--- config.mk ---
export PLATFORM = sky130hd
export DESIGN_NAME = cic_dec_ctrl
export DESIGN_NICKNAME = d
export VERILOG_FILES = /design/src/rtl/cic_ctrl_pkg.sv /design/src/rtl/cic_dec_ctrl_gain_calc.sv /design/src/rtl/cic_dec_ctrl.sv
export SDC_FILE = /design/constraint.sdc
export NUM_CORES = 1
export LEC_CHECK = 0
export ABC_AREA = 1
export CAP_MARGIN = 10
export CORE_ASPECT_RATIO = 1.75
export CORE_UTILIZATION = 41
export DETAILED_ROUTE_END_ITERATION = 10
export GPL_TIMING_DRIVEN = 0
export SYNTH_ARGS = -nofsm -noshare
export SYNTH_HDL_FRONTEND = slang
export SYNTH_SLANG_ARGS = --single-unit
--- constraint.sdc ---
create_clock -name clk -period 8.4 [get_ports clk]
set_input_delay 1.68 -clock clk [delete_from_list [all_inputs] [get_ports clk]]
set_output_delay 1.68 -clock clk [all_outputs]
set_load 0.03 [all_outputs]
--- src/rtl/cic_ctrl_pkg.sv ---
// Shared state encoding, width helpers and rate legality check for the
// cic_dec runtime sequencer.
package cic_ctrl_pkg;

  typedef logic [2:0] state_t;

  localparam state_t ST_IDLE  = 3'd0;
  localparam state_t ST_CALC  = 3'd1;
  localparam state_t ST_LOG   = 3'd2;
  localparam state_t ST_FLUSH = 3'd3;
  localparam state_t ST_RUN   = 3'd4;

  // Width of the (R*M)^N product; one spare bit keeps it overflow-free.
  function automatic int calc_pw(input int n, input int r_max, input int m);
    return n * $clog2(r_max * m) + 1;
  endfunction

  function automatic int calc_sw(input int bin, input int n, input int r_max, input int m);
    return $clog2(bin + calc_pw(n, r_max, m));
  endfunction

  function automatic logic rate_legal(input int rate, input int r_min, input int r_max);
    return (rate >= r_min) && (rate <= r_max);
  endfunction

endpackage

--- src/rtl/cic_dec_ctrl_gain_calc.sv ---
// CIC gain calculator: multiplies (R*M) N times, then priority-encodes
// ceil(log2(P)) into the output cut shift. Result is valid while done=1.
module cic_gain_calc
  import cic_ctrl_pkg::*;
#(
  parameter int M     = 2,
  parameter int N     = 3,
  parameter int BIN   = 10,
  parameter int COUT  = 16,
  parameter int R_MAX = 1024,
  parameter int RW    = $clog2(R_MAX + 1),
  parameter int SW    = calc_sw(BIN, N, R_MAX, M)
) (
  input  logic          clk,
  input  logic          rst,
  input  logic          start,
  input  logic [RW-1:0] rate,
  output logic          done,
  output logic [SW-1:0] shift_val
);

  localparam int PW = calc_pw(N, R_MAX, M);
  localparam int MW = $clog2(N + 1);

  logic [PW-1:0] rm;
  logic [PW-1:0] p;
  logic [PW-1:0] pm1;
  logic [MW-1:0] mul_cnt;
  logic          active;
  int            lg;
  int            sh;

  always_ff @(posedge clk) begin
    if (rst) begin
      rm      <= '0;
      p       <= '0;
      mul_cnt <= '0;
      active  <= 1'b0;
      done    <= 1'b0;
    end else if (start) begin
      rm      <= PW'(rate) * PW'(M);
      p       <= PW'(1);
      mul_cnt <= '0;
      active  <= 1'b1;
      done    <= 1'b0;
    end else if (active) begin
      p       <= p * rm;
      mul_cnt <= mul_cnt + MW'(1);
      if (mul_cnt == MW'(N - 1)) begin
        active <= 1'b0;
        done   <= 1'b1;
      end
    end else begin
      done <= 1'b0;
    end
  end

  // clog2(P) is the MSB index of P-1 plus one; clamp the shift at zero.
  always_comb begin
    pm1 = p - PW'(1);
    lg  = 0;
    for (int i = 0; i < PW; i++) begin
      if (pm1[i]) lg = i + 1;
    end
    sh        = BIN + lg - COUT;
    shift_val = (sh > 0) ? SW'(sh) : '0;
  end

endmodule

--- src/rtl/cic_dec_ctrl.sv ---
// Runtime rate sequencer for cic_dec: handshake, gain recompute, flush,
// decimation strobe and settle gating. Optional macro: CIC_DEC_CTRL_SAMPLE_CNT_EN.
module cic_dec_ctrl
  import cic_ctrl_pkg::*;
#(
  parameter int M         = 2,
  parameter int N         = 3,
  parameter int BIN       = 10,
  parameter int COUT      = 16,
  parameter int R_MIN     = 2,
  parameter int R_MAX     = 1024,
  parameter int FLUSH_CYC = 8,
  parameter int RW        = $clog2(R_MAX + 1),
  parameter int SW        = calc_sw(BIN, N, R_MAX, M)
) (
  input  logic          clk,
  input  logic          rst,
  input  logic          cfg_valid,
  input  logic [RW-1:0] cfg_rate,
  output logic          cfg_ready,
  output logic          cfg_err,
  output logic          cic_clr,
  output logic          dec_stb,
  output logic [SW-1:0] shift,
  input  logic          cic_dval,
  output logic          dval,
  output logic          busy,
  output logic [RW-1:0] rate_cur,
  output logic [31:0]   sample_cnt
);

  localparam int CW  = $clog2(((N > FLUSH_CYC) ? N : FLUSH_CYC) + 1);
  localparam int SCW = $clog2(N * M + 1);

  state_t         state;
  state_t         next_state;
  logic [CW-1:0]  phase_cnt;
  logic [RW-1:0]  rate_req;
  logic [RW-1:0]  dec_cnt;
  logic [RW-1:0]  dec_nxt;
  logic [SCW-1:0] settle_cnt;
  logic           legal;
  logic           xfer_ok;
  logic           xfer_bad;
  logic           gain_done;
  logic [SW-1:0]  gain_shift;

  assign legal    = rate_legal(int'(cfg_rate), R_MIN, R_MAX);
  assign xfer_ok  = cfg_valid & cfg_ready & legal;
  assign xfer_bad = cfg_valid & cfg_ready & ~legal;

  cic_gain_calc #(
    .M(M), .N(N), .BIN(BIN), .COUT(COUT), .R_MAX(R_MAX), .RW(RW), .SW(SW)
  ) u_gain (
    .clk      (clk),
    .rst      (rst),
    .start    (xfer_ok),
    .rate     (cfg_rate),
    .done     (gain_done),
    .shift_val(gain_shift)
  );

  always_comb begin
    next_state = state;
    case (state)
      ST_IDLE, ST_RUN: if (xfer_ok) next_state = ST_CALC;
      ST_CALC:  if (phase_cnt == CW'(N - 1)) next_state = ST_LOG;
      ST_LOG:   if (gain_done) next_state = ST_FLUSH;
      ST_FLUSH: if (phase_cnt == CW'(FLUSH_CYC - 1)) next_state = ST_RUN;
      default:  next_state = ST_IDLE;
    endcase
    dec_nxt = (dec_cnt == rate_cur - RW'(1)) ? '0 : dec_cnt + RW'(1);
  end

  // Outputs are registered from next_state so they line up with the state they describe.
  always_ff @(posedge clk) begin
    if (rst) begin
      state      <= ST_IDLE;
      phase_cnt  <= '0;
      rate_req   <= '0;
      rate_cur   <= '0;
      shift      <= '0;
      cfg_ready  <= 1'b1;
      cfg_err    <= 1'b0;
      cic_clr    <= 1'b1;
      busy       <= 1'b0;
      dec_cnt    <= '0;
      dec_stb    <= 1'b0;
      settle_cnt <= '0;
      dval       <= 1'b0;
    end else begin
      state     <= next_state;
      phase_cnt <= (next_state != state) ? '0 : phase_cnt + CW'(1);
      cfg_ready <= (next_state == ST_IDLE) || (next_state == ST_RUN);
      busy      <= (next_state == ST_CALC) || (next_state == ST_LOG) || (next_state == ST_FLUSH);
      cic_clr   <= (next_state != ST_RUN);
      cfg_err   <= xfer_bad;
      if (xfer_ok) rate_req <= cfg_rate;
      if ((state == ST_LOG) && gain_done) shift <= gain_shift;

      if (next_state == ST_RUN) begin
        if (state != ST_RUN) begin
          rate_cur <= rate_req;
          dec_cnt  <= '0;
          dec_stb  <= 1'b0;
        end else begin
          dec_cnt  <= dec_nxt;
          dec_stb  <= (dec_nxt == rate_cur - RW'(1));
        end
      end else begin
        dec_cnt <= '0;
        dec_stb <= 1'b0;
      end

      // The first N*M outputs after each RUN entry carry comb transients.
      if (state == ST_RUN) begin
        dval <= cic_dval && (settle_cnt == SCW'(N * M));
        if (cic_dval && (settle_cnt != SCW'(N * M))) settle_cnt <= settle_cnt + SCW'(1);
      end else begin
        dval       <= 1'b0;
        settle_cnt <= '0;
      end
    end
  end

`ifdef CIC_DEC_CTRL_SAMPLE_CNT_EN
  always_ff @(posedge clk) begin
    if (rst || xfer_ok) sample_cnt <= '0;
    else if (dval)      sample_cnt <= sample_cnt + 32'd1;
  end
`else
  assign sample_cnt = '0;
`endif

endmodule

Word-level counts from Yosys, hierarchy flattened
Cells that the tools add are included.
- add/subtract/negate cells: 8
- multiply operators: 1
- $lt $le $gt $ge: 3
- equal/unequal tests: 18
- multiplexer cells: 46
- bitwise operators: 7
- reductions and logical operators: 17
- operators by type and width (kind ; count):
    $mux W5 ; 16
    $mul A34 B11 Y33 ; 1
    $sub A34 B1 Y34 const B ; 1
    $gt A32 B1 Y1 const B ; 1
    $mux W4 ; 8
    $sub A32 B6 Y32 const B ; 1
    $mux W3 ; 8
    $mux W6 ; 4
    $eq A11 B11 Y1 ; 2
    $eq A3 B2 Y1 const B ; 4
    $pmux W3 S4 ; 1
    $add A11 B1 Y11 const B ; 1
    $ge A11 B2 Y1 const B ; 1
    $le A11 B11 Y1 const B ; 1
    $mux W11 ; 1
    $sub A11 B1 Y11 const B ; 1
    $eq A3 B3 Y1 const B ; 3
    $ne A3 B3 Y1 const B ; 3
    $reduce_or A2 Y1 ; 4
    $add A4 B6 Y7 const A ; 1
    $eq A3 B1 Y1 const B ; 2
    $logic_not A3 Y1 ; 2
    $mux W1 ; 6
    $reduce_or A3 Y1 ; 2
    14 further kinds ; 25
- bits in registers: 93
- bits of input ports: 15
- output and inout bits: 55
- logic and storage cells: 118

Longest topological paths before layout
- depth in word-level cells: 39
- mapped depth: 40
- mapped depth without buffers: 39

Cells and area by module
From an unflattened synthesis, not the netlist that was laid out.
- cell total of the unflattened synthesis: 2065
- area, all modules: 14890.5 um^2
- by module, submodules not included (module ; instances ; cells an instance ; area an instance (um^2) ; sequential area each (um^2)):
    cic_gain_calc ; 1 ; 1571 ; 11667.4 ; 980.9
    cic_dec_ctrl ; 1 ; 494 ; 3223.1 ; 1101.1

Worst setup path before layout
Ideal clock, no wire load.
- path type: register to register
- from: register rate_req[7] (netlist name)
- to: register u_gain.p[32]
- setup time: 0.113 ns
- data arrival time: 5.919 ns
- data required time: 8.287 ns
- setup slack: 2.368 ns
- cell stages (with the launch flop): 27
- buffers on the path: 2
- clock period less this slack: 6.032 ns
- cells stage by stage: dfxtp_1 > clkbuf_1 > buf_1 > nand2_1 > fa_1 > fa_1 > inv_1 > fa_1 > inv_1 > fa_1 > inv_1 > fa_1 > ha_1 > a21oi_1 > a21boi_0 > o21ai_1 > a21oi_1 > o21ai_1 > a21oi_1 > o21ai_1 > a21boi_0 > o21ai_1 > a21oi_1 > o21ai_1 > xor2_1 > o21ai_1 > inv_1
- RTL lines (element ; line ; RTL):
    end signal, assigned ; cic_dec_ctrl_gain_calc.sv:47 ; p <= p * rm;
    end, declared ; cic_dec_ctrl_gain_calc.sv:26 ; logic [PW-1:0] p;

==> results.py <==
metrics = {
    "run_status": {
        "status": "complete, no violations",
    },
    "synthesis": {
        "synth-seq-cells": 93,
        "synth_cells": 1867,
        "synth_top_area_cell": "fa_1",
        "yosys.area.top_type_share": 0.3281,
        "synth-seq-area-share": 0.1338,
        "synth_cell_type_count": 48,
        "netlist_area_sq_mm": 0.01391,
        "yosys-top-cells-area": "fa_1 (33%), dfxtp_1 (13%), nand2_1 (13%)",
        "syn_avg_cell_area_sq_um": 7.452,
        "yosysWarnings": 0,
    },
    "grt": {
        "gr-usage-met1": 0.2457,
        "grt_max_degree": 19,
        "busiest_layer": "met2",
        "antenna_found_initial": 0,
        "overflow": 0,
        "met3_usage": 0.01928,
        "grt_pass1_vias": 12650,
        "grtUsageTotal": 0.2524,
        "grt_use_met2": 0.4921,
        "grt_pass1_wl_mm": 65.73,
    },
    "critical_path": {
        "end_kind": "flop",
        "startpoint_type": "flop",
        "cp-endpoint": "u_gain.p[32]$_SDFFE_PP0P_",
        "r2r_start": "rate_req[5]$_SDFFE_PP0P_",
        "critical_path.startpoint": "rate_req[5]$_SDFFE_PP0P_",
        "r2r_end": "u_gain.p[32]$_SDFFE_PP0P_",
        "cp.required_ns": 8.67,
        "r2r_cells": 26,
        "cp.arrival_ns": 8.09,
        "r2r_setup_slack_ns": 0.57,
        "critPathKind": "reg -> reg",
        "critPathMaxFanout": 10,
    },
    "pwr": {
        "switching_share": 0.4339,
        "combPwrFrac": 0.429,
        "power_leakage_nw": 7.975,
        "p_sw_uw": 681.4,
        "peakVddDrop_mv": 0.09565,
        "pwr-share-seq": 0.307,
        "power.density_mw_per_mm2": 103.0,
        "clock_power_share": 0.264,
        "intPower_uw": 889.0,
    },
    "layout": {
        "fin_nets": 2252,
        "num_antenna_cells": 0,
        "drive_gt1_frac": 0.03793,
        "synthToLayoutAreaGrowth_pct": 9.596,
    },
    "routing": {
        "drt_iter0_markers": 596,
        "routed_wirelength_mm": 41.41,
        "wl_per_cell_um": 17.25,
        "detail-route-antenna-nets": 0,
        "drc": 0,
        "vias_per_cell": 4.977,
        "dr.pass1.iters": 5,
        "vias": 11950,
    },
    "flow_run": {
        "cap_violations": 0,
    },
    "clocking": {
        "clock_latency_ns": 0.37,
        "path_clk_slew_ns": 0.07,
        "post_cts_buffers": 0,
        "cts_hold_buf": 0,
        "numCtsBuffers": 9,
        "clockRootBuffer": "clkbuf_16",
        "cts_tree": "yes",
        "htree_num_levels": 3,
        "cts_buffer_depth": 2,
        "ctsResizeCount": 0,
        "cts.sinks": 93,
    },
    "timing": {
        "finalHoldViolCount": 0,
        "period_share": 0.9317,
        "setup_violations": 0,
        "worst_pin_slew_ns": 1.013,
        "period_needed_ns": 7.827,
        "max_freq_mhz": 127.8,
        "setup_ws_ns": 0.5733,
        "clock_skew_ns": 0.01420,
        "relSlewSlack": 0.3245,
        "drv_slew": 0,
        "rsz0062_at_grt": "false",
        "fin_setup_tns_ns": 0,
    },
    "die": {
        "dieArea_sq_mm": 0.03471,
        "ios": 70,
        "rows": 88,
        "start_util": 0.4198,
        "fp.dieW_um": 141.3,
        "core_area_sq_mm": 0.03314,
        "die_h_um": 245.7,
    },
    "placed_design": {
        "gp_congestion": 0.8973,
        "port_buffers": 37,
        "dp_hpwl_mm": 33.95,
        "post-place-ws_ns": 0.6323,
    },
    "hold_path": {
        "hold_class": "reg -> reg",
    },
}
## worst min-delay path by stage
stage | from | endpoint | slack, ns | depth (start not counted)
4_1_cts | phase_cnt[0]$_SDFF_PP0_ | phase_cnt[0]$_SDFF_PP0_ | 0.47 | 1
5_1_grt | u_gain.mul_cnt[0]$_SDFFE_PP0P_ | u_gain.mul_cnt[0]$_SDFFE_PP0P_ | 0.49 | 2
3_3_place_gp | u_gain.mul_cnt[0]$_SDFFE_PP0P_ | u_gain.mul_cnt[0]$_SDFFE_PP0P_ | 0.45 | 2
3_5_place_dp | phase_cnt[0]$_SDFF_PP0_ | phase_cnt[0]$_SDFF_PP0_ | 0.45 | 1
2_1_floorplan | phase_cnt[0]$_SDFF_PP0_ | phase_cnt[0]$_SDFF_PP0_ | 0.43 | 1
6_report | phase_cnt[0]$_SDFF_PP0_ | phase_cnt[0]$_SDFF_PP0_ | 0.46 | 1
## worst max-delay path, cell delays in order, from the launching register on
cell,delay (ns)
dfxtp_1,0.41
clkbuf_1,0.65
buf_1,0.70
nand2_1,0.16
fa_1,0.49
fa_1,0.49
inv_1,0.06
fa_1,0.53
inv_1,0.06
fa_1,0.53
inv_1,0.05
fa_1,0.47
ha_1,0.36
a21oi_1,0.13
a21boi_0,0.31
o21ai_1,0.19
a21oi_1,0.28
o21ai_1,0.18
a21oi_1,0.27
o21ai_1,0.21
a21boi_0,0.45
o21ai_1,0.17
a21oi_1,0.15
o21ai_1,0.09
xor2_1,0.17
o21ai_1,0.13
inv_1,0.05
## final cells by class
type	instances	area, sq um
fill	3387	17890
inverter	390	1464
tap	450	563.0
multi-input combinational	1300	10150
clock inverter	7	60.06
timing repair buffer	37	370.4
sequential	93	1862
buffer	115	554.3
clock buffer	9	225.2
## power by group through the flow
stage | registers, mW | clock network, mW | logic [mW]
floorplan | 0.487 | 0 | 0.490
global placement | 0.492 | 0 | 0.664
detailed placement | 0.492 | 0 | 0.674
CTS | 0.482 | 0.422 | 0.676
global route | 0.484 | 0.433 | 0.754
finish | 0.482 | 0.414 | 0.674
## cells by family (layout without fill, tap and decap cells)
kind of cell,count (synthesis),count (layout),share of synthesized area
AOI/OAI and AO/OA,194,194,0.07644
xor gates and xnor gates,90,90,0.05665
adders and majority gates,291,291,0.3847
buffers and inverters,505,558,0.1451
DFF,93,93,0.1338
other,2,33,0.0005398
and+or+nand+nor,692,692,0.2028
## state kept, by name, summed over array words and instances, names as in the netlist
register        flops
rate_req           11
cfg_ready           1
cic_clr             1
shift               6
busy                1
settle_cnt          3
u_gain.done         1
u_gain.mul_cnt      2
phase_cnt           4
u_gain.active       1
rate_cur           11
dec_cnt            11
state               3
cfg_err             1
dec_stb             1
dval                1
u_gain.p           34
## cells in the mapped netlist (all sizes together)
| cell type | instances |
|---|---|
| a2111o | 1 |
| a2111oi | 1 |
| a211oi | 6 |
| a21boi | 4 |
| a21oi | 90 |
| a221oi | 1 |
| a22o | 1 |
| a31oi | 1 |
| a32o | 1 |
| and2 | 1 |
| and3 | 2 |
| buf | 42 |
| clkbuf | 73 |
| conb | 2 |
| dfxtp | 93 |
| fa | 228 |
| ha | 63 |
| inv | 390 |
| nand2 | 471 |
| nand3 | 40 |
| nand3b | 3 |
| nand4 | 10 |
| nor2 | 140 |
| nor3 | 12 |
| nor3b | 2 |
| nor4 | 8 |
| o211ai | 2 |
| o21ai | 79 |
| o21bai | 3 |
| o221ai | 2 |
| o22ai | 1 |
| o311ai | 1 |
| or2 | 3 |
| xnor2 | 28 |
| xor2 | 62 |
## per-layer routing
metal  wire length (um)  part of all wire
met1              14220              0.34
met2              22820              0.55
met3               1165             0.028
met4               3211             0.078
met5                  0                 0
## placed cells by master (no fill, tap or decap), types with 2 or more instances in the layout
master and n:
a211oi_1 6, a21boi_0 4, a21oi_1 85, a21oi_2 5, and3_1 2, buf_1 8, buf_2 2, buf_4 32
clkbuf_1 73, clkbuf_16 9, clkdlybuf4s50_1 37, conb_1 33, dfxtp_1 93, fa_1 228, ha_1 63, inv_1 388
inv_2 2, inv_6 5, nand2_1 469, nand2_2 2, nand3_1 38, nand3_2 2, nand3b_1 3, nand4_1 9
nor2_1 135, nor2_2 3, nor2_4 2, nor3_1 9, nor3_2 2, nor3b_1 2, nor4_1 7, o211ai_1 2
o21ai_0 70, o21ai_1 9, o21bai_1 3, o221ai_1 2, or2_2 3, xnor2_1 28, xor2_1 62
## per-stage QoR
step / area [sq um] / util / total power [mW] / hold slack (ns) / cells
floorplan: 14030 / - / 0.9767 / 0.4297 / 1898
global placement: 14960 / 0.4515 / 1.156 / 0.4475 / 2385
detailed placement: 14960 / 0.4515 / 1.165 / 0.4537 / 2385
CTS: 15250 / 0.4601 / 1.580 / 0.4713 / 2401
global route: 15250 / 0.4601 / 1.672 / 0.4912 / 2401
finish: 15250 / 0.4601 / 1.570 / 0.4647 / 2401
No activity file was read; power rests on OpenSTA's default activity.
